[src/rtl/logic_unit_driver_if.sv]
// Request/response handshake bundle between the control path and logic_unit_driver.
// master: request producer and response consumer; slave: the driver itself.
`timescale 1ns/1ps
interface logic_unit_driver_if #(
    parameter int TAG_W = 4
);
    logic             req_valid;
    logic             req_ready;
    logic [31:0]      req_a;
    logic [31:0]      req_b;
    logic [3:0]       req_op;
    logic [TAG_W-1:0] req_tag;

    logic             rsp_valid;
    logic             rsp_ready;
    logic [31:0]      rsp_result;
    logic [TAG_W-1:0] rsp_tag;
    logic             rsp_illegal;
    logic             rsp_zero;

    modport master (
        output req_valid, req_a, req_b, req_op, req_tag, rsp_ready,
        input  req_ready, rsp_valid, rsp_result, rsp_tag, rsp_illegal, rsp_zero
    );

    modport slave (
        input  req_valid, req_a, req_b, req_op, req_tag, rsp_ready,
        output req_ready, rsp_valid, rsp_result, rsp_tag, rsp_illegal, rsp_zero
    );
endinterface

[src/rtl/logic_unit_driver.sv]
// Registered, credit-based front end around the combinational logic_unit:
// issue register drives the ALU, its result is captured into a response FIFO.
//
// state | meaning
// IDLE  | nothing in the issue stage and response FIFO empty
// BUSY  | a request in the issue stage or at least one response buffered
`timescale 1ns/1ps
module logic_unit_driver #(
    parameter int DEPTH = 4,
    parameter int TAG_W = 4
) (
    input  logic                  clk,
    input  logic                  rst_n,
    logic_unit_driver_if.slave    bus,
    output logic [31:0]           alu_input1,
    output logic [31:0]           alu_input2,
    output logic [3:0]            alu_op,
    input  logic [31:0]           alu_result,
    output logic [15:0]           op_count
);
    localparam int PTR_W = $clog2(DEPTH);
    localparam int CNT_W = PTR_W + 1;
    localparam int ENT_W = 32 + TAG_W + 2;
    localparam logic [CNT_W-1:0] DEPTH_C = CNT_W'(DEPTH);

    localparam logic [3:0] OP_AND       = 4'h0;
    localparam logic [3:0] OP_OR        = 4'h1;
    localparam logic [3:0] OP_ADD       = 4'h2;
    localparam logic [3:0] OP_XOR       = 4'h3;
    localparam logic [3:0] OP_SUB       = 4'h6;
    localparam logic [3:0] OP_LESS_THAN = 4'h7;

    typedef enum logic {IDLE = 1'b0, BUSY = 1'b1} state_t;

    state_t           state;
    state_t           state_nxt;
    logic             ready_en;
    logic             iss_valid;
    logic             iss_illegal;
    logic [TAG_W-1:0] iss_tag;
    logic             op_legal;
    logic             accept;
    logic             push;
    logic             pop;
    logic [PTR_W-1:0] wr_ptr;
    logic [PTR_W-1:0] rd_ptr;
    logic [CNT_W-1:0] fifo_count;
    logic [CNT_W-1:0] count_nxt;
    logic [ENT_W-1:0] mem [DEPTH];

    // Credit counts the entry still in the issue stage so a capture always finds room.
    assign bus.req_ready = ready_en && ((fifo_count + CNT_W'(iss_valid)) < DEPTH_C);
    assign accept        = bus.req_valid && bus.req_ready;
    assign push          = iss_valid;
    assign pop           = bus.rsp_valid && bus.rsp_ready;

    assign bus.rsp_valid = (state == BUSY) && (fifo_count != '0);
    assign {bus.rsp_result, bus.rsp_tag, bus.rsp_illegal, bus.rsp_zero} = mem[rd_ptr];

    always_comb begin
        op_legal = 1'b0;
        case (bus.req_op)
            OP_AND, OP_OR, OP_ADD, OP_XOR, OP_SUB, OP_LESS_THAN: op_legal = 1'b1;
            default:                                             op_legal = 1'b0;
        endcase
    end

    always_comb begin
        count_nxt = fifo_count;
        case ({push, pop})
            2'b10:   count_nxt = fifo_count + CNT_W'(1);
            2'b01:   count_nxt = fifo_count - CNT_W'(1);
            default: count_nxt = fifo_count;
        endcase
    end

    always_comb begin
        state_nxt = IDLE;
        if (accept || (count_nxt != '0)) begin
            state_nxt = BUSY;
        end
    end

    always_ff @(posedge clk or negedge rst_n) begin
        if (!rst_n) begin
            state <= IDLE;
        end else begin
            state <= state_nxt;
        end
    end

    // Holds req_ready low during reset and releases it on the first edge afterwards.
    always_ff @(posedge clk or negedge rst_n) begin
        if (!rst_n) begin
            ready_en <= 1'b0;
        end else begin
            ready_en <= 1'b1;
        end
    end

    always_ff @(posedge clk or negedge rst_n) begin
        if (!rst_n) begin
            iss_valid   <= 1'b0;
            iss_illegal <= 1'b0;
            iss_tag     <= '0;
            alu_input1  <= '0;
            alu_input2  <= '0;
            alu_op      <= '0;
        end else begin
            iss_valid <= accept;
            if (accept) begin
                iss_illegal <= !op_legal;
                iss_tag     <= bus.req_tag;
                alu_input1  <= bus.req_a;
                alu_input2  <= bus.req_b;
                alu_op      <= bus.req_op;
            end
        end
    end

    always_ff @(posedge clk or negedge rst_n) begin
        if (!rst_n) begin
            wr_ptr     <= '0;
            rd_ptr     <= '0;
            fifo_count <= '0;
            for (int i = 0; i < DEPTH; i++) begin
                mem[i] <= '0;
            end
        end else begin
            if (push) begin
                mem[wr_ptr] <= {alu_result, iss_tag, iss_illegal, (alu_result == 32'h0)};
                wr_ptr      <= wr_ptr + PTR_W'(1);
            end
            if (pop) begin
                rd_ptr <= rd_ptr + PTR_W'(1);
            end
            fifo_count <= count_nxt;
        end
    end

    always_ff @(posedge clk or negedge rst_n) begin
        if (!rst_n) begin
            op_count <= '0;
        end else if (accept) begin
            op_count <= op_count + 16'd1;
        end
    end
endmodule
[src/flat_wrapper.sv]
// flat-port wrapper written by rule: the top's interface ports become plain ports
module logic_unit_driver_flat 
#(
    parameter int DEPTH = 4,
    parameter int TAG_W = 4
)
  (clk, rst_n, alu_input1, alu_input2, alu_op, alu_result, op_count, bus_req_valid, bus_req_a, bus_req_b, bus_req_op, bus_req_tag, bus_rsp_ready, bus_req_ready, bus_rsp_valid, bus_rsp_result, bus_rsp_tag, bus_rsp_illegal, bus_rsp_zero);
  logic_unit_driver_if #(.TAG_W(TAG_W)) bus_i ();
  input  logic clk;
  input  logic rst_n;
  output logic [31:0] alu_input1;
  output logic [31:0] alu_input2;
  output logic [3:0] alu_op;
  input  logic [31:0] alu_result;
  output logic [15:0] op_count;
  input wire logic [$bits(bus_i.req_valid)-1:0] bus_req_valid;
  input wire logic [$bits(bus_i.req_a)-1:0] bus_req_a;
  input wire logic [$bits(bus_i.req_b)-1:0] bus_req_b;
  input wire logic [$bits(bus_i.req_op)-1:0] bus_req_op;
  input wire logic [$bits(bus_i.req_tag)-1:0] bus_req_tag;
  input wire logic [$bits(bus_i.rsp_ready)-1:0] bus_rsp_ready;
  output wire logic [$bits(bus_i.req_ready)-1:0] bus_req_ready;
  output wire logic [$bits(bus_i.rsp_valid)-1:0] bus_rsp_valid;
  output wire logic [$bits(bus_i.rsp_result)-1:0] bus_rsp_result;
  output wire logic [$bits(bus_i.rsp_tag)-1:0] bus_rsp_tag;
  output wire logic [$bits(bus_i.rsp_illegal)-1:0] bus_rsp_illegal;
  output wire logic [$bits(bus_i.rsp_zero)-1:0] bus_rsp_zero;
  assign bus_i.req_valid = bus_req_valid;
  assign bus_i.req_a = bus_req_a;
  assign bus_i.req_b = bus_req_b;
  assign bus_i.req_op = bus_req_op;
  assign bus_i.req_tag = bus_req_tag;
  assign bus_i.rsp_ready = bus_rsp_ready;
  assign bus_req_ready = bus_i.req_ready;
  assign bus_rsp_valid = bus_i.rsp_valid;
  assign bus_rsp_result = bus_i.rsp_result;
  assign bus_rsp_tag = bus_i.rsp_tag;
  assign bus_rsp_illegal = bus_i.rsp_illegal;
  assign bus_rsp_zero = bus_i.rsp_zero;
  logic_unit_driver #(.DEPTH(DEPTH), .TAG_W(TAG_W)) u_core (.clk(clk), .rst_n(rst_n), .bus(bus_i), .alu_input1(alu_input1), .alu_input2(alu_input2), .alu_op(alu_op), .alu_result(alu_result), .op_count(op_count));
endmodule
[config.mk]
export PLATFORM = sky130hd
export DESIGN_NAME = logic_unit_driver_flat
export DESIGN_NICKNAME = d
export VERILOG_FILES = /design/src/rtl/logic_unit_driver_if.sv /design/src/rtl/logic_unit_driver.sv /design/src/flat_wrapper.sv
export SDC_FILE = /design/constraint.sdc
export NUM_CORES = 1
export LEC_CHECK = 0
export BUFFER_PORTS_ARGS = -buffer_cell sky130_fd_sc_hd__buf_2
export CAP_MARGIN = 20
export CELL_PAD_IN_SITES_DETAIL_PLACEMENT = 1
export CELL_PAD_IN_SITES_GLOBAL_PLACEMENT = 1
export CORE_MARGIN = 8
export CORE_UTILIZATION = 45
export DETAILED_ROUTE_END_ITERATION = 10
export HOLD_SLACK_MARGIN = 0.03
export PLACE_DENSITY_LB_ADDON = 0.08
export SLEW_MARGIN = 20
export SYNTH_ARGS = -nofsm -noshare
export SYNTH_HDL_FRONTEND = slang
export SYNTH_SLANG_ARGS = --single-unit
export TNS_END_PERCENT = 30
[constraint.sdc]
create_clock -name clk -period 3.1 [get_ports clk]
set_input_delay 0.155 -clock clk [delete_from_list [all_inputs] [get_ports clk]]
set_output_delay 0.155 -clock clk [all_outputs]
set_load 0.02 [all_outputs]
## Word-level counts from Yosys, hierarchy flattened

Cells that the tools add are included.
W data, S select, Z words.

| operators by class | value |
|---|---|
| $add $sub $neg | 6 |
| magnitude comparators | 4 |
| eq/ne operators | 7 |
| mux-type cells | 9 |
| bitwise gates (word level) | 2 |
| reductions and logical operators | 12 |

Operators with widths:

| operator | count |
|---|---|
| $bwmux W152 | 1 |
| $mux W38 | 3 |
| $bmux W38 S2 | 1 |
| $demux W38 S2 | 1 |
| $logic_not A32 Y1 | 1 |
| $add A16 B1 Y16 const B | 1 |
| $eq A4 B2 Y1 const B | 2 |
| $eq A4 B3 Y1 const B | 2 |
| $ge A3 B3 Y1 const B | 2 |
| $not A2 Y3 | 2 |
| $pmux W3 S2 | 1 |
| $reduce_bool A3 Y1 | 2 |
| $reduce_or A6 Y1 | 1 |
| $logic_and A1 B1 Y1 | 5 |
| $add A2 B1 Y2 const B | 2 |
| $eq A4 B1 Y1 const B | 1 |
| $logic_not A4 Y1 | 1 |
| $add A3 B1 Y3 | 1 |
| $add A3 B1 Y3 const B | 1 |
| $lt A3 B1 Y1 const B | 1 |
| $lt A3 B3 Y1 const B | 1 |
| $sub A3 B1 Y3 const B | 1 |
| $eq A2 B1 Y1 const B | 1 |
| $eq A2 B2 Y1 const B | 1 |
| 3 further kinds | 4 |

| word-level totals | value |
|---|---|
| register bits | 251 |
| input bits | 108 |
| output and inout port bits | 124 |
| word-level logic and storage cells | 56 |

## Logic depth before layout (Yosys ltp)

Gate-level depths: netlist of run 1.

| logic depth | value |
|---|---|
| depth after elaboration | 8 |
| depth in mapped cells | 9 |
| mapped depth without buffers | 9 |

## Worst setup path before layout of run 1

Ideal clock, no wire load.

| path | value |
|---|---|
| path type | reg2reg |
| from | register u_core.fifo_count[2] |
| to | register u_core.state |
| setup time | 0.139 ns |
| arrival | 2.321 ns |
| required time | 2.961 ns |
| path slack | 0.640 ns |
| cell stages (with the launch flop) | 10 |
| path buffers | 0 |
| period minus slack after synthesis | 2.460 ns |
| cells stage by stage | dfrtp_1 o31a_1 and2_1 ha_1 inv_1 fa_1 xor2_1 nor2_1 xor2_1 or4_1 |

| between the ends | value |
|---|---|
| longest elaborated chain between the ends | 8 |
| elaborated cells between the ends (all ways) | 15 |
| those cells by class | 3 x add/sub; 1 x order compare; 2 x eq/ne; 2 x mux; 7 x reduce/logical |

RTL lines:

| element | RTL line | source |
|---|---|---|
| from (decl) | logic_unit_driver.sv:47 | `logic [CNT_W-1:0] fifo_count;` |
| from (signal assigned) | logic_unit_driver.sv:137 | `fifo_count <= count_nxt;` |
| $reduce_bool A3 Y1 (*) | logic_unit_driver.sv:57 | `assign bus.rsp_valid = (state == BUSY) && (fifo_count != '0);` |
| $logic_and A1 B1 Y1 (*) | logic_unit_driver.sv:57 |  |
| via bus_rsp_valid | flat_wrapper.sv:23 | `output wire logic [$bits(bus_i.rsp_valid)-1:0] bus_rsp_valid;` |
| $logic_and A1 B1 Y1 (*) | logic_unit_driver.sv:55 | `assign pop = bus.rsp_valid && bus.rsp_ready;` |
| $eq A2 B1 Y1 or $eq A2 B2 Y1 (tied branches) | logic_unit_driver.sv:70 | `case ({push, pop})` |
| $pmux W3 S2 (*) | logic_unit_driver.sv:70 |  |
| via u_core.count_nxt[2] | logic_unit_driver.sv:48 | `logic [CNT_W-1:0] count_nxt;` |
| $reduce_bool A3 Y1 (*) | logic_unit_driver.sv:79 | `if (accept \|\| (count_nxt != '0)) begin` |
| $logic_or A1 B1 Y1 (*) | logic_unit_driver.sv:79 |  |
| $mux W1 (*) | logic_unit_driver.sv:79 |  |
| via u_core.state_nxt | logic_unit_driver.sv:36 | `state_t state_nxt;` |
| to (signal assigned) | logic_unit_driver.sv:88 | `state <= state_nxt;` |
| to (decl) | logic_unit_driver.sv:35 | `state_t state;` |

Mark *: on every way through the listed nets, which the timed path passes. The rest lies on a longest branch.
A chain may end at the register's enable or synchronous reset.

## Worst setup path in the final report of run 1

| path | value |
|---|---|
| from | register u_core.iss_valid |
| to | register u_core.state |

| between the ends | value |
|---|---|
| longest elaborated chain between the ends | 6 |
| elaborated cells between the ends (all ways) | 10 |
| those cells by class | 1 x add/sub; 1 x order compare; 2 x eq/ne; 2 x mux; 4 x reduce/logical |

RTL lines:

| element | RTL line | source |
|---|---|---|
| from (decl) | logic_unit_driver.sv:38 | `logic iss_valid;` |
| from (signal assigned) | logic_unit_driver.sv:110 | `iss_valid <= accept;` |
| $add A3 B1 Y3 | logic_unit_driver.sv:52 | `assign bus.req_ready = ready_en && ((fifo_count + CNT_W'(iss_valid)) < DEPTH_C);` |
| $lt A3 B3 Y1 | logic_unit_driver.sv:52 |  |
| $logic_and A1 B1 Y1 | logic_unit_driver.sv:52 |  |
| $logic_and A1 B1 Y1 | logic_unit_driver.sv:53 | `assign accept = bus.req_valid && bus.req_ready;` |
| $logic_or A1 B1 Y1 (*) | logic_unit_driver.sv:79 |  |
| $mux W1 (*) | logic_unit_driver.sv:79 |  |
| via u_core.state_nxt | logic_unit_driver.sv:36 |  |

Marked as above.

==> reports/results.txt, run 1 <==
status - complete, no violations
register bit total from synthesis - 251
drt pass-1 iters - 4
routability cong. - 0.7742
Hold Path Class - input port to register
Sw Ratio - 35.23%
number of distinct library cells after synthesis - 34
DRC viols - 0
final hold violations - 0
placed cell area - 12380 um2
CTS clk-pin slew, worst paths - 60 ps
layout cell share with drive strength beyond 1 - 54.44%
Cells after Synth - 654
global router's overall resource usage - 20.96%
WL final - 30.14 mm
# IOs - 232
drt initial violations - 249
Post-Synth Adder-Cell Area - 0.8724%
top cells by area, synth - dfrtp_1 58%, mux2_2 16%, mux2_4 9.5%, mux4_2 7.9%, buf_12 1.3%
Int Pwr - 10.18 mW
sequential area share after synthesis - 57.62%
CP Class - register to register
Slowest cell on crit path - dfrtp_1
Final WS setup - 552.0 ps
most frequent cells in the layout - 249 x dfrtp_1, 230 x buf_2, 151 x mux2_2
Max IR drop VDD - 0.5213 mV
RSZ-0062 raised after global routing - no
CP Cell Sequence - nand3_4, xnor2_4, or2_1, inv_12, or4_1
Initial Util - 45.35%
synth warn - 0
Worst-Margin Slew - 737.3 ps
switching pwr - 5.537 mW
Hold WS - 147.0 ps
proportion of netlist area held by the largest area contributor - 57.62%
Synth Area in Simple Gates - 2.835%
die width - 171.6 um
final slew viol count - 0
Post-Synth XOR/XNOR Area - 1.940%
crit-path max cell delay - 590 ps
CORE AREA - 24030 um2
Comb pwr share - 40.8%
Total Nets Final - 1110
Post-CTS Setup Bufs - 0
DR WL/cell - 22.49 um
crit path buf inv count - 1
row count - 57
pwr/cell area - 1094 nW/um2
Slew Limit Headroom - 50.85%
largest net degree at the start of global routing - 98
Post-CTS Resized - 0
H-tree levels - 1
sequential power share - 38.0%
number of global-route vias before repair - 8513
Crit path max-delay family - simple AND/OR/NAND/NOR gates
antenna viol nets, final - 0
setup tns final - 0 ps
Via Count - 6938
# clock sinks - 251
Syn Area/Cell - 16.67 um2
Die ar. - 29460 um2
Compound-Gate Fraction of Synth Area - 0.6313%
GRT Residual Overflow - 0
Area Overhead vs Synth - 31.84%
final instance area - 14370 um2
CTS tree - done
Crit. End Element - register
Final Critical Period - 2548 ps
DP Wirelength - 18.47 mm
Worst Skew - 9.506 ps
clock tree buffer depth - 3
PortBufs - 231
Clock power frac - 21.2%
fmax - 392.5 MHz
final critical-path share of the clock period - 82.19%
antenna violations before repair - 2
post-synth net total - 769
Die H - 171.6 um
commonest non-fill, non-tap cell in the layout - dfrtp_1
Mapped Area - 10900 um2
arrival time worst endpoint - 2930 ps
first-pass GRT wire length - 48.32 mm
Num CTS Buffers - 27
Leak - 6.645 nW
# fillers - 2279
area leader, netlist - dfrtp_1
largest family of logic cells by synthesized area - multiplexers
final setup violation count - 0
DR vias/cell - 5.178
MaxCap Viol Count - 0
Startpoint Class - register
root buf cell - clkbuf_16
WP data required - 3480 ps
mux share of post-synthesis cell area - 33.05%
Worst-Skew Late Latency - 520 ps
CP Max Fanout - 71
dpl ws - 509.9 ps
-- logic make-up after synthesis --
family / after synthesis
buffers and inverters: 47
AND/OR/NAND/NOR: 56
XOR/XNOR: 22
flip-flops: 251
AO/OA/AOI/OAI: 11
adder cells (fa/ha/maj): 7
multiplexers: 259
other: 1
-- state kept, by name, summed over array words and instances (netlist names) --
signal,count
u_core.alu_input2,32
u_core.iss_valid,1
u_core.fifo_count,3
u_core.wr_ptr,2
u_core.op_count,16
u_core.rd_ptr,2
u_core.ready_en,1
u_core.iss_illegal,1
u_core.alu_op,4
u_core.iss_tag,4
u_core.alu_input1,32
u_core.mem,152
u_core.state,1
-- worst paths after layout --
check | start | end | slack [ps] | cells after the start
max in group asynchronous | rst_n | u_core.alu_input2[8] | 1820 | 3
hold / removal | bus_req_valid | u_core.alu_op[1] | 150 | 5
hold reg to reg | u_core.op_count[15] | u_core.op_count[15] | 480 | 1
min in group asynchronous | rst_n | u_core.mem[102] | 260 | 2
setup reg to reg | u_core.iss_valid | u_core.state | 550 | 5
setup / recovery | u_core.iss_valid | u_core.state | 550 | 5
-- cells in the mapped netlist (all sizes together) --
cell type / instances
dfrtp: 251
mux2: 220
mux4: 38
buf: 21
nand2: 17
nor4: 15
xor2: 15
clkbuf: 14
inv: 12
xnor2: 7
ha: 6
nor3: 6
nand3: 5
o21ai: 5
nand4: 4
o31ai: 4
and4: 2
nor2: 2
or4: 2
a21oi: 1
and2: 1
and3: 1
conb: 1
fa: 1
mux2i: 1
o31a: 1
or2: 1
-- worst register-to-register path, delay by kind of cell (launching register included) --
family | cells | cell delay [ps]
xor+xnor | 1 | 430
buf+inv | 1 | 280
simple gates | 3 | 1110
flops | 1 | 590
-- power groups by stage --
stage / logic (mW) / clock network (mW) / registers (mW)
6_report: 6.41 / 3.33 / 5.98
5_1_grt: 6.90 / 3.54 / 6.18
4_1_cts: 6.48 / 3.43 / 5.95
3_5_place_dp: 6.37 / 0 / 5.95
3_3_place_gp: 6.15 / 0 / 5.81
2_1_floorplan: 4.03 / 0 / 6.14
-- routing by layer --
layer  vias up  share of wire, %  GRT usage (%)
met2       203                53          38.29
met3        38               6.2          5.072
met1      3635                39          24.68
met4         0               1.6          4.310
met5         -                 0              0
li1       3062                 -              -
-- metrics by stage --
stage | utilization, % | instances | total power, mW
after floorplan | - | 654 | 10.17
after global placement | 51.49 | 1184 | 11.96
after detailed placement | 51.49 | 1184 | 12.32
after CTS | 59.77 | 1338 | 15.86
after global routing | 59.79 | 1340 | 16.62
final | 59.79 | 1340 | 15.72
-- area by class of cell --
class | count | area, um2 | area share [%]
Multi-Input combinational cell | 356 | 4300 | 29.92
Clock buffer | 40 | 814.5 | 5.668
Clock inverter | 8 | 115.1 | 0.8010
Antenna cell | 2 | 5.005 | 0.03482
Sequential cell | 251 | 6284 | 43.72
Timing Repair Buffer | 347 | 2390 | 16.63
Inverter | 12 | 57.56 | 0.4005
Tap cell | 324 | 405.4 | 2.821
-- what timing repair did --
item,CTS,global route
endpoints found under the hold margin,295,0
hold buffers,106,0
setup endpoints to repair,0,0
Power figures use the tool's default switching activity.
==> inputs of run 2 (changes only) <==
--- a/config.mk
+++ b/config.mk
@@ -10,7 +10,7 @@
 export CELL_PAD_IN_SITES_DETAIL_PLACEMENT = 1
 export CELL_PAD_IN_SITES_GLOBAL_PLACEMENT = 1
 export CORE_MARGIN = 8
-export CORE_UTILIZATION = 45
+export CORE_UTILIZATION = 41
 export DETAILED_ROUTE_END_ITERATION = 10
 export HOLD_SLACK_MARGIN = 0.03
 export PLACE_DENSITY_LB_ADDON = 0.08
==> constraint.sdc (replaced) <==
create_clock -name clk -period 2.05 [get_ports clk]
set_input_delay 0.1025 -clock clk [delete_from_list [all_inputs] [get_ports clk]]
set_output_delay 0.1025 -clock clk [all_outputs]
set_load 0.02 [all_outputs]
==> run 2 against run 1 <==
  * Sequential cell count unchanged
  * Sequential share of layout area decreased by 0.94 points
  * Hold slack got worse by 44 ps
  * Critical path type unchanged
  * Clock skew decreased by 3.1 ps
  * Register-to-register slack got worse by 720 ps
  * Largest power group unchanged
  * Highest routed layer unchanged
  * Combinational power increased by 64%
  * Sequential power increased by 47%
  * The flow now finishes with violations (setup timing)
  * Total power increased by 54%
  * Cell area increased by 2.2%
==> reports/results.txt, run 2 (synthesized netlist as in run 1, its figures left out) <==
status - finished with violations
failing checks - setup timing
antenna viol nets, final - 0 (unchanged)
worst r2r path cells - 9 (+4)
largest registers - u_core.mem (152), u_core.alu_input1 (32), u_core.alu_input2 (32)
Num CTS Buffers - 29 (+7.4%)
CTS tree - done
largest net degree at the start of global routing - 60 (-39%)
CP Cell Sequence - o31a_1, and2_4, ha_4, inv_4, fa_2, xor2_1, nor2_1, xor2_1, or4_1
Worst Skew - 6.415 ps (-3.090 ps)
Final WS setup - -166.0 ps (-718.0 ps)
most frequent cells in the layout - 248 x dfrtp_1, 224 x buf_2, 151 x mux2_2
Leak - 6.788 nW (+2.2%)
pwr/cell area - 1647 nW/um2 (+51%)
worst reg2reg path startpoint - u_core.fifo_count[1]
# fillers - 2517 (+10%)
Worst-Margin Slew - 537.6 ps (-199.8 ps)
arrival time worst endpoint - 2610 ps (-320 ps)
Comb pwr share - 43.2% (+2.4 points)
Area Overhead vs Synth - 34.78%
r2r endpoint - u_core.state
root buf cell - clkbuf_16
first-pass GRT wire length - 48.38 mm (+0.13%)
MaxCap Viol Count - 0 (unchanged)
ANT cells - 0 (-2)
PortBufs - 231 (unchanged)
fmax - 451.3 MHz (+15%)
global router's overall resource usage - 19.18% (-1.8 points)
Initial Util - 41.83% (-3.5 points)
placed cell area - 12610 um2 (+1.9%)
DR vias/cell - 5.053 (-2.4%)
# IOs - 232 (unchanged)
number of global-route vias before repair - 8587 (+0.87%)
routability cong. - 0.7804 (+0.80%)
CORE AREA - 26060 um2 (+8.4%)
final hold violations - 0 (unchanged)
Worst-Skew Late Latency - 530 ps (about the same)
WP data required - 2440 ps (-1040 ps)
CP Max Fanout - 2 (-97%)
CTS clk-pin slew, worst paths - 60 ps (about the same)
final cell utilization of the core - 56.38% (-3.4 points)
H-tree levels - 1 (unchanged)
RSZ-0062 raised after global routing - yes
row count - 59 (+3.5%)
max reg flops - 152 (unchanged)
final slew viol count - 0 (unchanged)
Max IR drop VDD - 1.044 mV (+100%)
Startpoint Class - register
final setup violation count - 25 (+25)
layout cell share with drive strength beyond 1 - 55.93% (+1.5 points)
Total Nets Final - 1135 (+2.3%)
Sw Ratio - 34.98% (-0.24 points)
WL final - 29.72 mm (-1.4%)
commonest non-fill, non-tap cell in the layout - dfrtp_1
switching pwr - 8.463 mW (+53%)
Final Critical Period - 2216 ps (-332.0 ps)
antenna violations before repair - 0 (-2)
clock tree buffer depth - 3 (unchanged)
Int Pwr - 15.73 mW (+54%)
setup tns final - -1223 ps (-1223 ps)
Crit. End Element - register
Slowest cell on crit path - or4_1
Slew Limit Headroom - 63.83% (+13 points)
FF-to-FF setup slack - -170 ps (-720 ps)
DRC viols - 0 (unchanged)
GRT Residual Overflow - 0 (unchanged)
Die ar. - 32060 um2 (+8.8%)
Top reg by flops - u_core.mem
final instance area - 14690 um2 (+2.2%)
Via Count - 6933 (-0.072%)
die width - 179.1 um (+4.3%)
DP Wirelength - 19.03 mm (+3.0%)
drt initial violations - 225 (-9.6%)
CP Class - register to register
DR WL/cell - 21.66 um (-3.7%)
# clock sinks - 251 (unchanged)
final critical-path share of the clock period - 108.1% (+26 points)
crit-path max cell delay - 420 ps (-170 ps)
critical path's most frequent cell - xor2_1
sequential power share - 36.3% (-1.7 points)
drt pass-1 iters - 4 (unchanged)
Die H - 179.1 um (+4.3%)
Hold Path Class - input port to asynchronous set/reset pin
Clock power frac - 20.5% (-0.7 points)
run 2: cell types whose count changed in the layout (fill, tap and decap cells not counted), sizes merged:
cell / before / now
buf: 241 / 264
clkbuf: 40 / 38
clkinv: 5 / 7
diode: 2 / 0
bufinv: 3 / 2
clkinvlp: 0 / 1
run 2: stage by stage:
step	std cells	hold WS (ps)	setup slack (ps)	total power, mW
finish	1372	102.5	-166.0	24.19
detailed placement	1215	78.19	-193.2	18.83
global route	1372	140.4	-293.5	25.63
CTS	1371	106.0	-195.0	24.43
floorplan	654	-193.1	-246.5	15.41
global placement	1215	73.84	-26.30	18.29
run 2: worst max-delay path by stage:
stage / cells past startpoint / from / to / slack [ps]
2_1_floorplan: 9 / u_core.fifo_count[0] / u_core.state / -250
3_3_place_gp: 9 / u_core.fifo_count[0] / u_core.state / -30
3_5_place_dp: 9 / u_core.fifo_count[1] / u_core.state / -190
4_1_cts: 9 / u_core.fifo_count[1] / u_core.state / -200
5_1_grt: 9 / u_core.fifo_count[0] / u_core.state / -290
6_report: 9 / u_core.fifo_count[1] / u_core.state / -170
run 2: layout make-up:
| type | instances | area [um2] | area share (%) |
|---|---|---|---|
| clock buffer | 38 | 809.5 | 5.510 |
| clock inverter | 10 | 102.6 | 0.6983 |
| inverter | 12 | 60.06 | 0.4088 |
| multi-input combinational | 356 | 4318 | 29.39 |
| sequential | 251 | 6285 | 42.78 |
| tap | 335 | 419.2 | 2.853 |
| timing repair buffer | 370 | 2698 | 18.36 |
run 2: repair_timing:
item	CTS	global route
endpoints found under the setup margin	39	39
cloned	2	0
hold buffers	106	0
buffers inserted	0	1
pin swaps	1	0
resized for setup	11	5
endpoints found under the hold margin	453	0
run 2: critical path: cells and delay by family, from the launching register on:
kind                     cells  cell delay [ps]
AO/OA/AOI/OAI                1              170
XOR/XNOR                     2              290
adder cells (fa/ha/maj)      2              510
buffers and inverters        1               40
flip-flops                   1              360
AND/OR/NAND/NOR              3              720
run 2: metal layers:
metal | vias to the layer above | wire length [um] | track usage, %
met5 | - | 0 | 0
met4 | 0 | 473 | 3.927
met3 | 39 | 2077 | 5.076
met2 | 194 | 15610 | 34.97
met1 | 3596 | 11560 | 22.28
li1 | 3104 | - | -
run 2: power groups by stage:
stage	registers (mW)	logic (mW)	clock network (mW)
floorplan	9.28	6.13	0
global placement	8.54	9.75	0
detailed placement	8.74	10.1	0
CTS	8.77	10.5	5.11
global route	9.13	11.2	5.29
finish	8.79	10.5	4.95
==> inputs of run 3 (changes only) <==
--- a/config.mk
+++ b/config.mk
@@ -13,8 +13,9 @@
 export CORE_UTILIZATION = 41
 export DETAILED_ROUTE_END_ITERATION = 10
 export HOLD_SLACK_MARGIN = 0.03
+export MAX_ROUTING_LAYER = met4
 export PLACE_DENSITY_LB_ADDON = 0.08
-export SLEW_MARGIN = 20
+export SLEW_MARGIN = 30
 export SYNTH_ARGS = -nofsm -noshare
 export SYNTH_HDL_FRONTEND = slang
 export SYNTH_SLANG_ARGS = --single-unit
==> run 3 against run 2 <==
  * The run still ends with setup timing left
  * Highest routed layer unchanged
  * Sequential cell count did not move
  * Clock-buffer cell count did not move
  * Fmax barely moved
  * Largest power group unchanged
==> reports/results.txt, run 3 (synthesized netlist as in run 1, its figures left out) <==
# clock sinks - 251 (unchanged)
PnR Total Power - 24.21 mW (about the same)
Hold Path Class - input port to asynchronous set/reset pin
DR vias/cell - 5.031 (-0.43%)
layout cell share with drive strength beyond 1 - 55.93% (unchanged)
Worst Skew - 5.947 ps (-0.4688 ps)
DR WL/cell - 21.71 um (+0.19%)
placed insts - 1215 (unchanged)
GRT met1 Usage - 22.94% (+0.67 points)
Num CTS Buffers - 29 (unchanged)
final critical-path share of the clock period - 108.0% (about the same)
antenna viol nets, final - 0 (unchanged)
Top reg by flops - u_core.mem
r2r endpoint - u_core.state
Area Overhead vs Synth - 34.80% (about the same)
row count - 59 (unchanged)
GRT Residual Overflow - 0 (unchanged)
PortBufs - 231 (unchanged)
gr busiest metal - met2
met2 Use GR - 35.02% (+0.047 points)
worst r2r path cells - 9 (unchanged)
most frequent cells in the layout - 248 x dfrtp_1, 224 x buf_2, 151 x mux2_2
Worst-Margin Slew - 569.0 ps (+31.48 ps)
routability cong. - 0.7911 (+1.4%)
arrival time worst endpoint - 2610 ps (about the same)
# IOs - 232 (unchanged)
Hold WS - 102.0 ps (-0.5560 ps)
H-tree levels - 1 (unchanged)
final setup violation count - 25 (unchanged)
final slew viol count - 0 (unchanged)
drt initial violations - 246 (+9.3%)
Final WS setup - -164.7 ps (+1.355 ps)
Leak - 6.788 nW (about the same)
largest registers - u_core.mem (152), u_core.alu_input1 (32), u_core.alu_input2 (32)
MaxCap Viol Count - 0 (unchanged)
final instance area - 14690 um2 (about the same)
Crit. End Element - register
Die ar. - 32060 um2 (unchanged)
Startpoint Class - register
M3 GR Usage - 4.002% (-1.1 points)
root buf cell - clkbuf_16
Max IR drop VDD - 1.045 mV (about the same)
FF-to-FF setup slack - -160 ps (about the same)
CP Class - register to register
final hold violations - 0 (unchanged)
worst reg2reg path startpoint - u_core.fifo_count[1]
Slew Limit Headroom - 61.71% (-2.1 points)
first-pass GRT wire length - 48.35 mm (about the same)
CTS tree - done
# fillers - 2518 (+0.040%)
Die H - 179.1 um (unchanged)
die width - 179.1 um (unchanged)
global router's overall resource usage - 19.74% (+0.57 points)
placed cell area - 12610 um2 (unchanged)
DP Wirelength - 19.03 mm (unchanged)
failing checks - setup timing
status - finished with violations
CP Max Fanout - 2 (unchanged)
Final Critical Period - 2215 ps (-1.355 ps)
Total Nets Final - 1135 (unchanged)
commonest non-fill, non-tap cell in the layout - dfrtp_1
number of global-route vias before repair - 8599 (+0.14%)
pwr/cell area - 1648 nW/um2 (about the same)
crit path from - u_core.fifo_count[1]
RSZ-0062 raised after global routing - yes
WP data required - 2440 ps (about the same)
Post-Layout Cell Count - 1373 (+0.073%)
drt pass-1 iters - 4 (unchanged)
CTS clk-pin slew, worst paths - 60 ps (about the same)
clock tree buffer depth - 3 (unchanged)
Initial Util - 41.83% (unchanged)
max reg flops - 152 (unchanged)
WL final - 29.80 mm (+0.26%)
Via Count - 6908 (-0.36%)
Worst-Skew Late Latency - 530 ps (about the same)
CORE AREA - 26060 um2 (unchanged)
DRC viols - 0 (unchanged)
fmax - 451.5 MHz (about the same)
antenna violations before repair - 1 (+1)
worst setup path end - u_core.state
largest net degree at the start of global routing - 60 (unchanged)
[run 3: repair_timing]
| item | CTS | global route |
|---|---|---|
| endpoints found under the hold margin | 453 | 0 |
| endpoints found under the setup margin | 39 | 39 |
| gates resized for setup | 11 | 5 |
| hold buffers | 106 | 0 |
| buffers inserted | 0 | 1 |
| gates cloned | 2 | 0 |
| pin swaps | 1 | 0 |
[run 3: report_power, final]
| group | switching (mW) | internal, mW |
|---|---|---|
| Sequential | 1.43 | 7.36 |
| Clock | 1.97 | 2.99 |
| Combinational | 5.08 | 5.37 |
[run 3: layout make-up]
cell class,instances,area [um2],share of cell area (%)
Antenna cell,1,2.502,0.01703
Clock buffer,38,809.5,5.509
Clock inverter,10,102.6,0.6982
Inverter,12,60.06,0.4087
Multi-Input combinational cell,356,4318,29.39
Sequential cell,251,6285,42.77
Tap cell,335,419.2,2.853
Timing Repair Buffer,370,2698,18.36
[run 3: metrics by stage]
| step | setup slack [ps] | util (%) | TNS (ps) |
|---|---|---|---|
| global placement | -26.30 | 48.38 | -26.30 |
| detailed placement | -193.2 | 48.38 | -193.2 |
| CTS | -195.0 | 56.32 | -2587 |
| floorplan | -246.5 | - | -246.5 |
| finish | -164.7 | 56.39 | -1196 |
| global route | -293.5 | 56.39 | -3477 |
[run 3: worst max-delay path, cell delays in order, from the launching register on]
cell     delay [ps]
dfrtp_1         360
o31a_1          170
and2_4          170
ha_4            150
inv_4            40
fa_2            360
xor2_1          170
nor2_1          130
xor2_1          120
or4_1           420
[run 3: how the worst min path moves through the flow]
stage / slack [ps] / cells past startpoint / endpoint / start
global placement: 70 / 1 / u_core.mem[106] / rst_n
CTS: 110 / 2 / u_core.mem[147] / rst_n
detailed placement: 80 / 1 / u_core.mem[68] / rst_n
floorplan: -190 / 0 / u_core.alu_input1[0] / rst_n
finish: 100 / 2 / u_core.mem[68] / rst_n
global route: 140 / 2 / u_core.mem[147] / rst_n
[run 3: routing by layer]
metal  part of all wire [%]  vias up
met2                     53      187
met4                    1.6        0
met5                      0        -
li1                       -     3103
met3                    5.7       38
met1                     40     3580
